$ cat src/rtl/seq_pkg.sv
// rtl/seq_pkg.sv - shared types and constants for the serializer and the 111 detector side
package seq_pkg;

    typedef enum logic {
        IDLE  = 1'b0,
        SHIFT = 1'b1
    } state_t;

    localparam int SEQ_WIDTH = 8;

endpackage

$ cat src/rtl/serial_stream_serializer_if.sv
// rtl/serial_stream_serializer_if.sv - word handshake in, serial bit stream out
interface serial_stream_serializer_if #(
    parameter int WIDTH = seq_pkg::SEQ_WIDTH
);
    logic [WIDTH-1:0] in_data;
    logic             in_valid;
    logic             in_ready;
    logic             x;
    logic             x_valid;
    logic             busy;

    modport master (
        output in_data,
        output in_valid,
        input  in_ready,
        input  x,
        input  x_valid,
        input  busy
    );

    modport slave (
        input  in_data,
        input  in_valid,
        output in_ready,
        output x,
        output x_valid,
        output busy
    );
endinterface

$ cat src/rtl/serial_stream_serializer.sv
// rtl/serial_stream_serializer.sv - parallel word to registered serial bit stream, gapless back-to-back
module serial_stream_serializer
    import seq_pkg::*;
#(
    parameter int WIDTH     = SEQ_WIDTH,
    parameter bit MSB_FIRST = 1'b1,
    parameter bit IDLE_BIT  = 1'b0
) (
    input  logic                        clk,
    input  logic                        rst,
    serial_stream_serializer_if.slave   s
);
    localparam int             CW   = $clog2(WIDTH + 1);
    localparam logic [CW-1:0]  LAST = CW'(WIDTH);
    localparam logic [CW-1:0]  ONE  = CW'(1);

    state_t           state, state_nx;
    logic [WIDTH-1:0] sreg, sreg_nx;
    logic [CW-1:0]    cnt, cnt_nx;
    logic             x_q, x_nx;
    logic             xv_q, xv_nx;

    logic             last;
    logic             ready;
    logic             accept;
    logic             load_bit;
    logic [WIDTH-1:0] load_rest;
    logic             shift_bit;
    logic [WIDTH-1:0] shift_rest;

    // The first bit goes straight to x on load, so sreg holds only the bits still to come.
    assign load_bit   = MSB_FIRST ? s.in_data[WIDTH-1] : s.in_data[0];
    assign load_rest  = MSB_FIRST ? (s.in_data << 1) : (s.in_data >> 1);
    assign shift_bit  = MSB_FIRST ? sreg[WIDTH-1] : sreg[0];
    assign shift_rest = MSB_FIRST ? (sreg << 1) : (sreg >> 1);

    assign last   = (state == SHIFT) && (cnt == LAST);
    assign ready  = (state == IDLE) || last;
    assign accept = ready && s.in_valid;

    always_comb begin
        state_nx = state;
        sreg_nx  = sreg;
        cnt_nx   = cnt;
        x_nx     = x_q;
        xv_nx    = xv_q;
        if (accept) begin
            state_nx = SHIFT;
            sreg_nx  = load_rest;
            cnt_nx   = ONE;
            x_nx     = load_bit;
            xv_nx    = 1'b1;
        end else if (last) begin
            state_nx = IDLE;
            sreg_nx  = '0;
            cnt_nx   = '0;
            x_nx     = IDLE_BIT;
            xv_nx    = 1'b0;
        end else if (state == SHIFT) begin
            sreg_nx  = shift_rest;
            cnt_nx   = cnt + ONE;
            x_nx     = shift_bit;
            xv_nx    = 1'b1;
        end
    end

    always_ff @(posedge clk or negedge rst) begin
        if (!rst) begin
            state <= IDLE;
            sreg  <= '0;
            cnt   <= '0;
            x_q   <= IDLE_BIT;
            xv_q  <= 1'b0;
        end else begin
            state <= state_nx;
            sreg  <= sreg_nx;
            cnt   <= cnt_nx;
            x_q   <= x_nx;
            xv_q  <= xv_nx;
        end
    end

    assign s.in_ready = ready;
    assign s.x        = x_q;
    assign s.x_valid  = xv_q;
    assign s.busy     = (state == SHIFT);

endmodule

$ cat src/flat_wrapper.sv
// flat-port wrapper written by rule: the top's interface ports become plain ports
module serial_stream_serializer_flat import seq_pkg::*;
#(
    parameter int WIDTH     = SEQ_WIDTH,
    parameter bit MSB_FIRST = 1'b1,
    parameter bit IDLE_BIT  = 1'b0
)
  (clk, rst, s_in_data, s_in_valid, s_in_ready, s_x, s_x_valid, s_busy);
  serial_stream_serializer_if #(.WIDTH(WIDTH)) s_i ();
  input  logic clk;
  input  logic rst;
  input wire logic [$bits(s_i.in_data)-1:0] s_in_data;
  input wire logic [$bits(s_i.in_valid)-1:0] s_in_valid;
  output wire logic [$bits(s_i.in_ready)-1:0] s_in_ready;
  output wire logic [$bits(s_i.x)-1:0] s_x;
  output wire logic [$bits(s_i.x_valid)-1:0] s_x_valid;
  output wire logic [$bits(s_i.busy)-1:0] s_busy;
  assign s_i.in_data = s_in_data;
  assign s_i.in_valid = s_in_valid;
  assign s_in_ready = s_i.in_ready;
  assign s_x = s_i.x;
  assign s_x_valid = s_i.x_valid;
  assign s_busy = s_i.busy;
  serial_stream_serializer #(.WIDTH(WIDTH), .MSB_FIRST(MSB_FIRST), .IDLE_BIT(IDLE_BIT)) u_core (.clk(clk), .rst(rst), .s(s_i));
endmodule
$ cat config.mk
export PLATFORM = sky130hd
export DESIGN_NAME = serial_stream_serializer_flat
export DESIGN_NICKNAME = d
export VERILOG_FILES = /design/src/rtl/seq_pkg.sv /design/src/rtl/serial_stream_serializer_if.sv /design/src/rtl/serial_stream_serializer.sv /design/src/flat_wrapper.sv
export SDC_FILE = /design/constraint.sdc
export NUM_CORES = 1
export LEC_CHECK = 0
export ABC_AREA = 0
export CAP_MARGIN = 20
export CORE_MARGIN = 2
export CORE_UTILIZATION = 40
export CTS_CLUSTER_SIZE = 30
export DETAILED_ROUTE_END_ITERATION = 12
export DONT_BUFFER_PORTS = 1
export HOLD_SLACK_MARGIN = 0.1
export MAX_ROUTING_LAYER = met4
export PLACE_DENSITY = 0.65
export SLEW_MARGIN = 15
export SYNTH_ARGS = -nofsm -noshare
export SYNTH_HDL_FRONTEND = slang
export SYNTH_SLANG_ARGS = --single-unit
$ cat constraint.sdc
create_clock -name clk -period 2.4 [get_ports clk]
set_clock_uncertainty 0.15 [all_clocks]
set_input_delay 0.12 -clock clk [delete_from_list [all_inputs] [get_ports clk]]
set_output_delay 0.12 -clock clk [all_outputs]
set_load 0.05 [all_outputs]
# [Word-level counts from Yosys, hierarchy flattened]
# Cells that the tools add are included.
[totals] reg_bits=15 latchBits=0 ramBits=0 mem_bits_ro=0 input_bits=11 output_inout_bits=4 wordCells=27 mem_count=0
[op_classes] addsub=1 mul=0 n_div=0 magnitude_cmp=0 eq_ne=1 shift=0 mux=14 bitwise_logic=1 n_reduce_logical=5
[ops] operator="$mux W8" count=3
[ops] operator="$mux W4" count=3
[ops] operator="$mux W1" count=8
[ops] operator="$add A4 B1 Y4 const B" count=1
[ops] operator="$eq A4 B4 Y1 const B" count=1
[ops] operator="$reduce_bool A3 Y1" count=1
[ops] operator="$logic_and A1 B1 Y1" count=2
[ops] operator="$reduce_bool A2 Y1" count=1
[ops] operator="$logic_or A1 B1 Y1" count=1
[ops] operator="$not A1 Y1" count=1

# [Depth between registers and ports, before layout]
[depth] word_depth=5 depth_mapped=7 depth_no_buf=6

# [Least setup slack after synthesis]
# OpenSTA, ideal clock, no wires.
[synth_path] path_type="register -> register" from="reg u_core.cnt[0]" to="reg u_core.xv_q (netlist: u_core.s.x_valid)" setup_ns=0.147 arrival_ns=1.498 required_ns=2.103 path_slack_ns=0.605 stages_incl_launch_ff=8 n_path_buf=1 synth_period_minus_slack_ns=1.795 path_cell_list="dfrtp_1 -> inv_1 -> ha_1 -> nand3b_4 -> and2_4 -> buf_6 -> inv_1 -> nand3_1"
[synth_via] elab_chain_len=5 word_cells_on_any_way=7 classes_between="eq/ne: 1; mux: 2; reduce/logical: 4"
[synth_rtl] item="start: declaration" line="serial_stream_serializer.sv:19" rtl="logic [CW-1:0] cnt, cnt_nx;"
[synth_rtl] item="start signal: assignment" line="serial_stream_serializer.sv:77" rtl="cnt <= cnt_nx;"
[synth_rtl] item="$eq A4 B4 Y1 (*)" line="serial_stream_serializer.sv:37" rtl="assign last = (state == SHIFT) && (cnt == LAST);"
[synth_rtl] item="$logic_and A1 B1 Y1 (*)" line="serial_stream_serializer.sv:37"
[synth_rtl] item="$logic_or A1 B1 Y1 (*)" line="serial_stream_serializer.sv:38" rtl="assign ready = (state == IDLE) || last;"
[synth_rtl] item="net s_in_ready" line="flat_wrapper.sv:14" rtl="output wire logic [$bits(s_i.in_ready)-1:0] s_in_ready;"
[synth_rtl] item="$logic_and A1 B1 Y1 (*)" line="serial_stream_serializer.sv:39" rtl="assign accept = ready && s.in_valid;"
[synth_rtl] item="$reduce_bool A3 Y1 (no source line) or $mux W1 (tied branches)"
[synth_rtl] item="end signal: assignment" line="serial_stream_serializer.sv:79" rtl="xv_q <= xv_nx;"
[synth_rtl] item="end: declaration" line="serial_stream_serializer.sv:21" rtl="logic xv_q, xv_nx;"
# The timed path passes the listed nets; every way through them passes the cells marked *.
# A chain may end at the register's enable or synchronous reset.

# [Worst setup path in the final report]
[layout_path] from="reg u_core.cnt[0]" to="out s_in_ready"
[layout_via] elab_chain_len=3
[layout_rtl] item="$eq A4 B4 Y1" line="serial_stream_serializer.sv:37"
[layout_rtl] item="$logic_and A1 B1 Y1" line="serial_stream_serializer.sv:37"
[layout_rtl] item="$logic_or A1 B1 Y1" line="serial_stream_serializer.sv:38"
[layout_rtl] item="end: declaration" line="flat_wrapper.sv:14"
# Every way passes these cells.

==> impl_results.md <==
- Status: finished, final reports clean
- Number of hold buffers added after cts: 10
- First-pass GRT wire length: 2277 um
- Sequential cell area fraction in the yosys report: 0.5166
- Critical Path Sink Type: output port
- Worst R2R Path Depth: 5
- Layout cells sized above 1: 0.1528
- Distinct cells, synth: 24
- Vias in the first global route: 501
- Syn-to-layout area delta: 22.88%
- Max Used Layer: met4
- Vias per Instance: 5.591
- I/O pins: 15
- DR vias: 492
- VDD IR-drop max: 0.6238 mV
- CP max-delay cell: dfrtp_1
- Initial antenna violation count: 0
- I/O Buffers: 0
- Starting density of the core: 0.4399
- Cell Rows: 14
- Post_cts resized: 0
- ANT nets after route: 0
- Yosys reg bits: 14
- Core area: 0.001541 mm2
- Mapped Area: 678.2 um2
- Cell Area, Placed: 696.9 um2
- LEAKAGE: 0.4089 nW
- Die Wd: 45.18 um
- Largest net degree at the start of global routing: 15
- Final setup TNS: 0 ns
- DRT met1 WL: 631 um
- Fill count: 141
- Crit-path max FO: 11
- Die area: 0.002041 mm2
- Worst reg-to-reg setup slack: 0.72 ns
- Layout Nets: 86
- Wire length on met2: 530 um
- Worst reg2reg path endpoint: u_core.sreg[4]
- Max-slew headroom: 0.5933
- CTS tree: done
- CTS H-tree depth: 1
- Net Count, Synth: 71
- DRT iter0 DRCs: 12
- Routability cong.: 0.7423
- Post-Syn Instances: 58
- Tcrit/Tclk final: 0.7751
- DRC: 0
- Worst Max-Slew Pin Slew: 0.6080 ns
- Max cap viols: 0
- Setup CP Type: reg2out
- Avg Cell Area, Syn: 11.69 um2
- Required time of the worst setup path: 2.13 ns
- Endpoints failing setup: 0
- Tightest Hold Check Type: in2async
- Clk Latency, worst-skew pair: 0.29 ns
- Chip Height: 45.18 um
- Slowest stage delay, CP: 0.42 ns
- Hold WS: 0.1256 ns
- Root buffer cell: clkbuf_4
- Critical Path Most Common Cell: inv_1
- Final Slew Violations: 0
- Period minus WS final: 1.860 ns
- DR WL met3: 110 um
- RSZ-0062 raised after global routing: false
- Post CTS Setup Buffer Count: 0
- Clk slew on worst S/H paths: 0.08 ns
- Yosys Warn Count: 0
- Pwr dens: 1128 mW/mm2
- CTS max path bufs: 2
- GRT overflow: 0
- FMAX: 537.6 MHz
- Finished Cell Area: 833.3 um2
- Tot GR Track Use: 0.1668
- Hold Vio Cnt, Final: 0
- Startpoint types: register
- Avg WL per Cell: 14.95 um
- Num CTS Buffers: 3
- Worst EP arrival: 1.59 ns
- TritonRoute pass-1 iters: 4
- Diodes inserted: 0
- CP cell instances: inv_1 > ha_1 > nand3b_4 > and2_4 > inv_1 > buf_4
- HPWL Detailed: 868.7 um
- Final WL: 1316 um
- Clk sink count: 14
- Reg2reg start: u_core.cnt[0]
==> layout make-up <==
type | instances | area, um2 | area share
Timing Repair Buffer | 12 | 115.1 | 0.1381
Inverter | 5 | 18.77 | 0.02252
Clock buffer | 4 | 36.28 | 0.04354
Tap cell | 16 | 20.02 | 0.02402
Sequential cell | 14 | 350.3 | 0.4204
Multi-Input combinational cell | 37 | 292.8 | 0.3514
==> how the worst max path moves through the flow <==
stage	endpoint	from
floorplan	u_core.s.x_valid	u_core.cnt[0]
global placement	u_core.sreg[4]	u_core.cnt[0]
detailed placement	u_core.sreg[4]	u_core.cnt[0]
CTS	s_in_ready	u_core.cnt[0]
global route	s_in_ready	u_core.cnt[0]
finish	s_in_ready	u_core.cnt[0]
==> metrics by stage <==
step                setup slack [ns]  total power [W]  cells  utilization
global route                  0.4515         0.001007     88       0.5406
global placement              0.7634        0.0007482     74       0.4521
floorplan                     0.6049        0.0007008     58            -
detailed placement            0.7335        0.0007568     74       0.4521
CTS                           0.5257        0.0009507     88       0.5406
finish                        0.5399        0.0009398     88       0.5406
==> state kept, by name, indices dropped and copies added (netlist names) <==
name              flops
u_core.cnt            4
u_core.sreg           7
u_core.s.x_valid      1
u_core.s.x            1
u_core.s.busy         1
==> cell usage after synthesis <==
master	number	area, um2
nor2b_1	1	6.260
a31oi_1	1	6.260
inv_1	5	18.77
o21ai_0	1	5.000
o2bb2ai_1	1	8.760
dfrtp_1	14	350.3
nand2b_1	1	6.260
a221o_1	6	60.06
nand2_1	3	11.26
nand3b_4	1	20.02
nand4_1	1	6.260
a21oi_2	1	8.760
nand4b_1	1	8.760
buf_2	1	5.000
mux2i_1	2	20.02
and2_1	7	43.79
ha_1	2	25.02
a221o_2	1	11.26
a211o_2	1	10.01
and2_4	1	8.760
nor2_1	2	7.510
o32ai_1	1	8.760
nand3_1	2	10.01
buf_6	1	11.26
==> logic make-up after synthesis <==
kind of cell,share of synthesized area
mux,0.02952
buf+inv,0.05166
simple gates,0.1901
flops,0.5166
compound gates,0.1753
fa+ha+maj,0.03689
==> power breakdown <==
| part | switching, W | internal, W | total (W) |
|---|---|---|---|
| combinational | 0.000168 | 0.000168 | 0.000337 |
| sequential | 0.000112 | 0.000321 | 0.000433 |
| clock | 0.0000774 | 0.0000925 | 0.000170 |
==> metal layers <==
layer  global-route usage  vias to the layer above
li1                     -                      239
met1               0.2080                      227
met2               0.2171                       21
met3              0.07200                        5
met4               0.1059                        0
met5                    -                        -
==> worst max-delay path, delay by kind of cell (launching register included) <==
kind	cells	cell delay, ns
adders and majority gates	1	0.20
buffers and inverters	3	0.36
DFF	1	0.42
and+or+nand+nor	2	0.31
==> placed cells by master (no fill, tap or decap) <==
cell	Yosys	layout
nand2_1	3	3
nand4_1	1	1
a221o_1	6	6
a31oi_1	1	1
mux2i_1	2	2
nand3b_4	1	1
nand3_1	2	2
dfrtp_1	14	14
dlygate4sd3_1	0	10
and2_4	1	1
a21oi_2	1	1
o21ai_0	1	1
ha_1	2	2
o32ai_1	1	1
a211o_2	1	1
nand4b_1	1	1
clkbuf_8	0	1
nand2b_1	1	1
inv_1	5	5
nor2b_1	1	1
o2bb2ai_1	1	1
clkbuf_4	0	3
a221o_2	1	1
buf_4	0	2
nor2_1	2	2
and2_1	7	7
No activity file was read; power rests on OpenSTA's default activity.
